File: config.mk
export PLATFORM = sky130hd
export DESIGN_NAME = uart_tx_arbiter
export DESIGN_NICKNAME = d
export VERILOG_FILES = /design/src/rtl/uart_arb_pkg.sv /design/src/rtl/uart_tx_arbiter_rr_pick.sv /design/src/rtl/uart_tx_arbiter.sv
export SDC_FILE = /design/constraint.sdc
export NUM_CORES = 1
export LEC_CHECK = 0
export BUFFER_PORTS_ARGS = -buffer_cell sky130_fd_sc_hd__buf_2
export CORE_UTILIZATION = 52
export CTS_CLUSTER_SIZE = 12
export DETAILED_ROUTE_END_ITERATION = 8
export PLACE_DENSITY = 0.78
export SLEW_MARGIN = 20
export SYNTH_ARGS = -nofsm -noshare
export SYNTH_HDL_FRONTEND = slang
export SYNTH_HIERARCHICAL = 1
export SYNTH_SLANG_ARGS = --single-unit
File: constraint.sdc
create_clock -name io_clock -period 3.42 [get_ports io_clock]
set_input_delay 0.513 -clock io_clock [delete_from_list [all_inputs] [get_ports io_clock]]
set_output_delay 0.513 -clock io_clock [all_outputs]
set_load 0.01 [all_outputs]
File: src/rtl/uart_arb_pkg.sv
`default_nettype none
// ---------------------------------------------------------------------------
// uart_arb_pkg: shared types and helpers for the UART TX arbiter -- Rev 1.0
// ---------------------------------------------------------------------------
package uart_arb_pkg;

    typedef enum logic [0:0] {
        IDLE   = 1'b0,
        LOCKED = 1'b1
    } state_t;

    localparam int BYTE_W = 8;

    function automatic int rr_next(input int ptr, input int num);
        return (ptr + 1 >= num) ? 0 : ptr + 1;
    endfunction

endpackage
`default_nettype wire

File: src/rtl/uart_tx_arbiter_rr_pick.sv
`default_nettype none
// ---------------------------------------------------------------------------
// rr_pick: rotating-priority selector, first request at or above ptr wins -- Rev 1.0
// ---------------------------------------------------------------------------
module rr_pick #(
    parameter int N  = 4,
    parameter int IW = 2
) (
    input  logic [N-1:0]  req,
    input  logic [IW-1:0] ptr,
    output logic [N-1:0]  gnt,
    output logic [IW-1:0] idx
);

    logic [IW-1:0] j;

    // Scan from farthest to nearest so the closest request to ptr is written last.
    always_comb begin
        gnt = '0;
        idx = '0;
        j   = '0;
        for (int k = N - 1; k >= 0; k--) begin
            j = IW'((int'(ptr) + k) % N);
            if (req[j]) begin
                gnt    = '0;
                gnt[j] = 1'b1;
                idx    = j;
            end
        end
    end

endmodule
`default_nettype wire

File: src/rtl/uart_tx_arbiter.sv
`default_nettype none
// ---------------------------------------------------------------------------
// uart_tx_arbiter: shares one UART TX byte port among NUM_REQ requesters -- Rev 1.0
// ---------------------------------------------------------------------------
module uart_tx_arbiter
    import uart_arb_pkg::*;
#(
    parameter int NUM_REQ         = 4,
    parameter int MAX_BURST       = 16,
    parameter int GAP_TIMEOUT     = 64,
    parameter int CTS_SYNC_STAGES = 2
) (
    input  logic                      io_clock,
    input  logic                      io_reset_n,
    input  logic [NUM_REQ-1:0]        io_req_valid,
    input  logic [NUM_REQ*BYTE_W-1:0] io_req_data,
    input  logic [NUM_REQ-1:0]        io_req_last,
    output logic [NUM_REQ-1:0]        io_req_ready,
    output logic                      io_tx_valid,
    output logic [BYTE_W-1:0]         io_tx_data,
    input  logic                      io_tx_ready,
    input  logic                      io_cts_n,
    output logic [NUM_REQ-1:0]        io_grant,
    output logic                      io_busy
);

    localparam int IW = $clog2(NUM_REQ);
    localparam int CW = $clog2(MAX_BURST + 1);
    localparam int GW = (GAP_TIMEOUT > 1) ? $clog2(GAP_TIMEOUT) : 1;

    state_t                     state;
    state_t                     state_nxt;
    logic [CTS_SYNC_STAGES-1:0] cts_sync;
    logic                       cts_ok;
    logic [NUM_REQ-1:0]         grant_vec;
    logic [IW-1:0]              grant_idx;
    logic [IW-1:0]              rr_ptr;
    logic [NUM_REQ-1:0]         pick_gnt;
    logic [IW-1:0]              pick_idx;
    logic                       out_full;
    logic [BYTE_W-1:0]          out_data;
    logic [CW-1:0]              byte_cnt;
    logic [GW-1:0]              gap_cnt;
    logic                       valid_g;
    logic                       last_g;
    logic [BYTE_W-1:0]          data_g;
    logic                       accept;
    logic                       gap_end;
    logic                       do_release;

    rr_pick #(
        .N  (NUM_REQ),
        .IW (IW)
    ) u_pick (
        .req (io_req_valid),
        .ptr (rr_ptr),
        .gnt (pick_gnt),
        .idx (pick_idx)
    );

    assign cts_ok  = ~cts_sync[CTS_SYNC_STAGES-1];
    assign valid_g = io_req_valid[grant_idx];
    assign last_g  = io_req_last[grant_idx];
    assign data_g  = io_req_data[int'(grant_idx)*BYTE_W +: BYTE_W];
    assign accept  = |(io_req_valid & io_req_ready);
    assign gap_end = (GAP_TIMEOUT > 0) && !valid_g && (gap_cnt == GW'(GAP_TIMEOUT - 1));

    // Flops reset to "not clear" so nothing is accepted until CTS has propagated.
    always_ff @(posedge io_clock) begin
        if (!io_reset_n) begin
            cts_sync <= '1;
        end else begin
            cts_sync <= {cts_sync[CTS_SYNC_STAGES-2:0], io_cts_n};
        end
    end

    always_ff @(posedge io_clock) begin
        if (!io_reset_n) begin
            state <= IDLE;
        end else begin
            state <= state_nxt;
        end
    end

    always_comb begin
        state_nxt  = state;
        do_release = 1'b0;
        case (state)
            IDLE: begin
                if (|io_req_valid) begin
                    state_nxt = LOCKED;
                end
            end
            LOCKED: begin
                do_release = (accept && (last_g || byte_cnt == CW'(MAX_BURST - 1))) || gap_end;
                if (do_release) begin
                    state_nxt = IDLE;
                end
            end
            default: state_nxt = IDLE;
        endcase
    end

    always_comb begin
        io_req_ready = '0;
        if (state == LOCKED && cts_ok && (!out_full || io_tx_ready)) begin
            io_req_ready = grant_vec;
        end
        io_grant    = grant_vec;
        io_tx_valid = out_full;
        io_tx_data  = out_data;
        io_busy     = (state == LOCKED) || out_full;
    end

    // Release does not wait for the output register; it drains independently.
    always_ff @(posedge io_clock) begin
        if (!io_reset_n) begin
            grant_vec <= '0;
            grant_idx <= '0;
            rr_ptr    <= '0;
            out_full  <= 1'b0;
            out_data  <= '0;
            byte_cnt  <= '0;
            gap_cnt   <= '0;
        end else begin
            if (state == IDLE && |io_req_valid) begin
                grant_vec <= pick_gnt;
                grant_idx <= pick_idx;
            end else if (do_release) begin
                grant_vec <= '0;
                rr_ptr    <= IW'(rr_next(int'(grant_idx), NUM_REQ));
            end

            if (accept) begin
                out_full <= 1'b1;
                out_data <= data_g;
            end else if (io_tx_ready) begin
                out_full <= 1'b0;
            end

            if (do_release) begin
                byte_cnt <= '0;
            end else if (accept) begin
                byte_cnt <= byte_cnt + 1'b1;
            end

            if (do_release || state != LOCKED || valid_g) begin
                gap_cnt <= '0;
            end else begin
                gap_cnt <= gap_cnt + 1'b1;
            end
        end
    end

endmodule
`default_nettype wire

Word-level counts from Yosys, hierarchy flattened
Index checks and enable logic that the tools add are counted.
{ "totals": {"ff_bits": 31, "latch_bits": 0, "ramBits": 0, "mem_bits_ro": 0, "in_bits": 44, "elab_cells": 95, "mem_count": 0} }
{ "classes": {"n_addsub": 6, "multipliers": 0, "n_div": 0, "order_cmp": 10, "eq_ne": 2, "shift": 1, "n_mux": 38, "bitwise_logic": 5, "n_reduce_logical": 24} }
{ "ops": {"columns": ["cell", "n"], "rows": [
  ["variable part select 32 x 6 -> 8 bit", 1],
  ["two-way mux 4 bit", 7],
  ["< comparator 2 x 3 -> 1 bit, second input constant", 5],
  ["two-way mux 1 bit", 15],
  ["binary-select mux 1 bit (select 2 bit)", 6],
  ["two-way mux 2 bit", 5],
  ["logical AND 1 bit", 9],
  ["demux 1 bit (select 2 bit)", 4],
  ["greater-or-equal comparator 2 x 1 -> 1 bit, second input constant", 4],
  ["OR reduction 4 bit", 2],
  ["adder 6 x 1 -> 6 bit, second input constant", 1],
  ["== test 6 bit, second input constant", 1],
  ["logical OR 1 bit", 6],
  ["adder 5 x 1 -> 5 bit, second input constant", 1],
  ["== test 5 x 4 -> 1 bit, second input constant", 1],
  ["adder 2 bit, second input constant", 2],
  ["AND 4 bit", 1],
  ["NOT 1 bit", 4],
  ["nonzero test 2 bit", 2],
  ["OR reduction 2 bit", 2],
  ["adder 2 x 1 -> 3 bit, second input constant", 1],
  ["greater-or-equal comparator 3 bit, second input constant", 1],
  ["adder 2 x 1 -> 2 bit, second input constant", 1],
  ["logical NOT 1 bit", 2],
  ["2 further kinds", 2]
]} }

Longest topological paths before layout
{ "depth": {"depth_word": 12, "ltp_mapped": 11, "mapped_depth_nobuf": 8} }

Cells and area by module
Netlist, hierarchy kept.
{ "by_module_without_submodules": {"columns": ["module", "instances", "cells_each", "area_each_um2", "seq_area_each_um2"], "rows": [
  ["uart_tx_arbiter", 1, 152, 1620.3, 620.6],
  ["rr_pick", 1, 66, 491.7, 0.0]
]} }

Least setup slack after synthesis
OpenSTA, ideal clock, no wires.
{ "synth_path": {"path_type": "register to register", "startpoint": "register rr_ptr[0]", "endpoint": "register grant_idx[0]", "setup_ns": 0.116, "arrival_ns": 2.352, "t_required_ns": 3.304, "slack_ns": 0.952, "path_stages_with_launch": 12, "path_buffers": 3, "synth_period_minus_slack_ns": 2.468, "path_cell_list": "dfxtp_1 buf_6 buf_2 inv_1 ha_1 clkbuf_1 mux4_2 and2b_1 o21ai_0 o21ai_0 mux2i_1 nor2b_1"} }
{ "synth_via": {"elab_chain_cells": 7, "elab_cells_between_ends": 15} }
{ "synth_lines": {"columns": ["element", "line", "source"], "rows": [
  ["start, declared", "uart_tx_arbiter.sv:37", "logic [IW-1:0] rr_ptr;"],
  ["start signal, assigned", "uart_tx_arbiter.sv:131", "rr_ptr <= IW'(rr_next(int'(grant_idx), NUM_REQ));"],
  ["adder 2 bit", "uart_tx_arbiter_rr_pick.sv:23", "j = IW'((int'(ptr) + k) % N);"],
  ["binary-select mux 1 bit (select 2 bit)", "uart_tx_arbiter_rr_pick.sv:24", "if (req[j]) begin"],
  ["two-way mux 1 bit (not written as such)", "uart_tx_arbiter_rr_pick.sv:24", null],
  ["two-way mux 2 bit (3 in series)", "uart_tx_arbiter_rr_pick.sv:24", null],
  ["two-way mux 2 bit *", "uart_tx_arbiter_rr_pick.sv:24", null],
  ["via pick_idx[0]", "uart_tx_arbiter.sv:39", "logic [IW-1:0] pick_idx;"],
  ["end signal, assigned", "uart_tx_arbiter.sv:128", "grant_idx <= pick_idx;"],
  ["end, declared", "uart_tx_arbiter.sv:36", "logic [IW-1:0] grant_idx;"]
]} }
The timed path passes the listed nets; every way through them passes the cells marked *. The select of a mux whose other input is x is not followed.
A chain may end at the register's enable or synchronous reset.

Worst setup path in the final report
{ "layout_path": {"startpoint": "register rr_ptr[1]", "endpoint": "register grant_idx[0]"} }
Same word-level chain as after synthesis.

==> impl_metrics.csv <==
group,metric,value,unit
floorplanning,initial_core_util,0.560,
timing,finalHoldViolCount,0,
floorplanning,num_rows,22,
placement,gp_congestion,0.911,
floorplanning,die_h,65.7,um
timing,finalClockSkew,0.00585,ns
yosys,synth_seq_cells,31,
finish,fin_util,0.668,
drt,vias,1866,
timing,report.final.slew_viol_count,0,
drt,drt_pass1_iterations,4,
timing,period_share,0.685,
global_routing,grt_pass1_wl,7600,um
cts,clockRootBuffer,"clkbuf_8",
timing,rsz0062_at_grt,"no",
worst_setup_path,start_kind,"flip-flop",
cts,cts_hold_buffers,0,
drt,drt_iter0_markers,130,
cts,cts.htree.levels,2,
timing,hold_slack,0.411,ns
worst_setup_path,reg2reg_slack,1.08,ns
timing,relSlewSlack,0.510,
cts,numCtsBuffers,5,
timing,finalSetupViolCount,0,
cts,clkTransAtPathRegs,0.07,ns
floorplanning,die_x,65.7,um
drt,post_drt_wl_per_cell,13.8,um
floorplanning,dieArea,4320,um2
yosys,yosysWarnings,6,
yosys,synth_area_per_cell,9.69,um2
pwr,p_per_area,348,nW/um2
global_routing,grt_max_degree,33,
finish,area_growth,19.2,%
timing,max_freq,0.427,GHz
floorplanning,core_area,3770,um2
pwr,total_power,0.876,mW
drt,post-route-drc-count,0,
finish,drive_gt1_frac,0.351,
placement,place_ws,1.09,ns
finish,layout.nets,331,
cts,clkSinkCount,31,
yosys,ys_seq_area_frac,0.294,
hold_path,hp-class,"in -> reg",
yosys,synthCells,218,
cts,clkLatencyLatePin,0.28,ns
yosys,synth-edff-count,0,
placement,portBuffers,61,
cts,cts_tree,"built",
timing,fin_crit,2.34,ns
worst_setup_path,critical_path_arrival,2.52,ns
global_routing,first_global_vias,1703,
hold_path,worstHoldEndpoint,"cts_sync[0]",
finish,layoutNonFillerInstCount,324,
finish,antenna_cells,0,
global_routing,antenna_found_initial,0,
placement,place_inst,316,
cts,postCtsSetupRepairBufs,0,
placement,dpl_cell_area,2400,um2
drt,drt_wl_total,4480,um
yosys,synth_nets,274,
pwr,p_leak,1.06,nW
hold_path,hold_path_startpoint,"io_cts_n",
finish,fin_area,2520,um2
global_routing,grt_overflow,0,
cts,cts.path.max_buffers,2,
worst_setup_path,r2r_start,"rr_ptr[1]",
floorplanning,ios,62,
worst_setup_path,crit_required,3.60,ns
pwr,peakVddDrop,0.225,mV
timing,worst_slew_pin_slew,0.733,ns
worst_setup_path,worstSetupPathType,"reg -> reg",
timing,setup-tns-final,0,ns
job,drv_cap,0,
timing,setup_slack,1.08,ns
global_routing,gr-usage-all-layers,0.232,
worst_setup_path,r2r-end,"grant_idx[0]",
placement,dpl.hpwl,3180,um
yosys,syn_area,2110,um2
yosys,async_reset_ff_frac,0,
worst_setup_path,worstPathMaxFanout,8,
cts,cts_resized,0,
worst_setup_path,endpoint_kind,"flip-flop",
yosys,ys_types,44,
status,status,"completed",
worst_setup_path,reg2reg_depth,8,
hold_path,min_path_cells,2,
drt,viasPerCell,5.76,
yosys,synthFlopType,"dfxtp_1",
drt,postRouteAntennaNets,0,
cell type report:
cell class	count	area, um2
Clock inverter	2	35.0
Multi-Input combinational cell	166	1370
Timing Repair Buffer	63	320
Fill cell	307	1250
Inverter	8	30.0
Sequential cell	31	621
Tap cell	48	60.1
Clock buffer	6	82.6
where the power goes:
group / total [mW] / switching, mW / internal, mW
Combinational: 0.128 / 0.0606 / 0.0670
Sequential: 0.378 / 0.00853 / 0.370
Clock: 0.370 / 0.135 / 0.235
Total: 0.876 / 0.204 / 0.672
layout by cell type, fill, tap and decap left out, drive strengths merged, types with 8 or more instances in the layout:
| cell | n |
|---|---|
| nand2 | 13 |
| nand3 | 10 |
| nor2b | 13 |
| mux4 | 12 |
| ha | 12 |
| buf | 63 |
| dfxtp | 31 |
| inv | 8 |
| mux2i | 16 |
| nor2 | 25 |
worst max path at each step:
stage | start | endpoint | slack, ns | depth (start not counted)
6_report | rr_ptr[1] | grant_idx[0] | 1.08 | 8
2_1_floorplan | rr_ptr[0] | grant_idx[0] | 0.95 | 11
3_3_place_gp | rr_ptr[1] | grant_idx[0] | 1.16 | 8
3_5_place_dp | rr_ptr[1] | grant_idx[0] | 1.09 | 8
4_1_cts | rr_ptr[1] | grant_idx[0] | 1.07 | 8
5_1_grt | rr_ptr[1] | grant_idx[0] | 0.89 | 8
kinds of logic after synthesis:
kind of cell               count (synthesis)  share of synthesized area
muxes                                     31                      0.220
xor gates and xnor gates                   7                     0.0290
and+or+nand+nor                           84                      0.217
adders and majority gates                 12                     0.0711
AOI/OAI and AO/OA                         32                      0.111
buffers and inverters                     21                     0.0581
DFF                                       31                      0.294
metal layers:
metal / up-vias / GRT usage / wire (um)
li1: 899 / - / -
met1: 863 / 0.286 / 1930
met2: 94 / 0.380 / 2130
met3: 10 / 0.0747 / 367
met4: 0 / 0.0734 / 61
met5: - / 0 / 0
registers in the layout (all words and copies together), names as in the netlist:
signal / count
io_tx_data: 8
byte_cnt: 5
rr_ptr: 2
state: 1
gap_cnt: 6
io_grant: 4
io_tx_valid: 1
grant_idx: 2
cts_sync: 2
Yosys cell counts, types with 2 or more instances:
cell,number,share of area
and3_1,6,0.018
xor2_1,4,0.017
mux4_2,12,0.13
nand2_1,13,0.023
ha_1,12,0.071
mux2_2,3,0.016
mux2i_1,16,0.076
nand2b_1,4,0.012
nor2b_1,12,0.036
buf_6,5,0.027
clkbuf_1,5,0.0089
o21ai_0,5,0.012
a221oi_1,4,0.017
nand3_1,10,0.024
o31ai_1,4,0.014
a22o_1,3,0.012
nor3b_1,6,0.021
nor2_2,5,0.015
a21oi_1,5,0.012
nor2_1,19,0.034
and2b_1,2,0.0071
xnor2_1,3,0.012
dfxtp_1,31,0.29
inv_1,8,0.014
buf_2,2,0.0047
critical path: stages (launching register included):
cell and delay, ns:
dfxtp_1 0.48, inv_1 0.21, ha_1 0.46, mux4_2 0.52, and2b_1 0.16, o21ai_0 0.12
o21ai_0 0.09, mux2i_1 0.14, nor2b_1 0.06
Power figures use the tool's default switching activity.
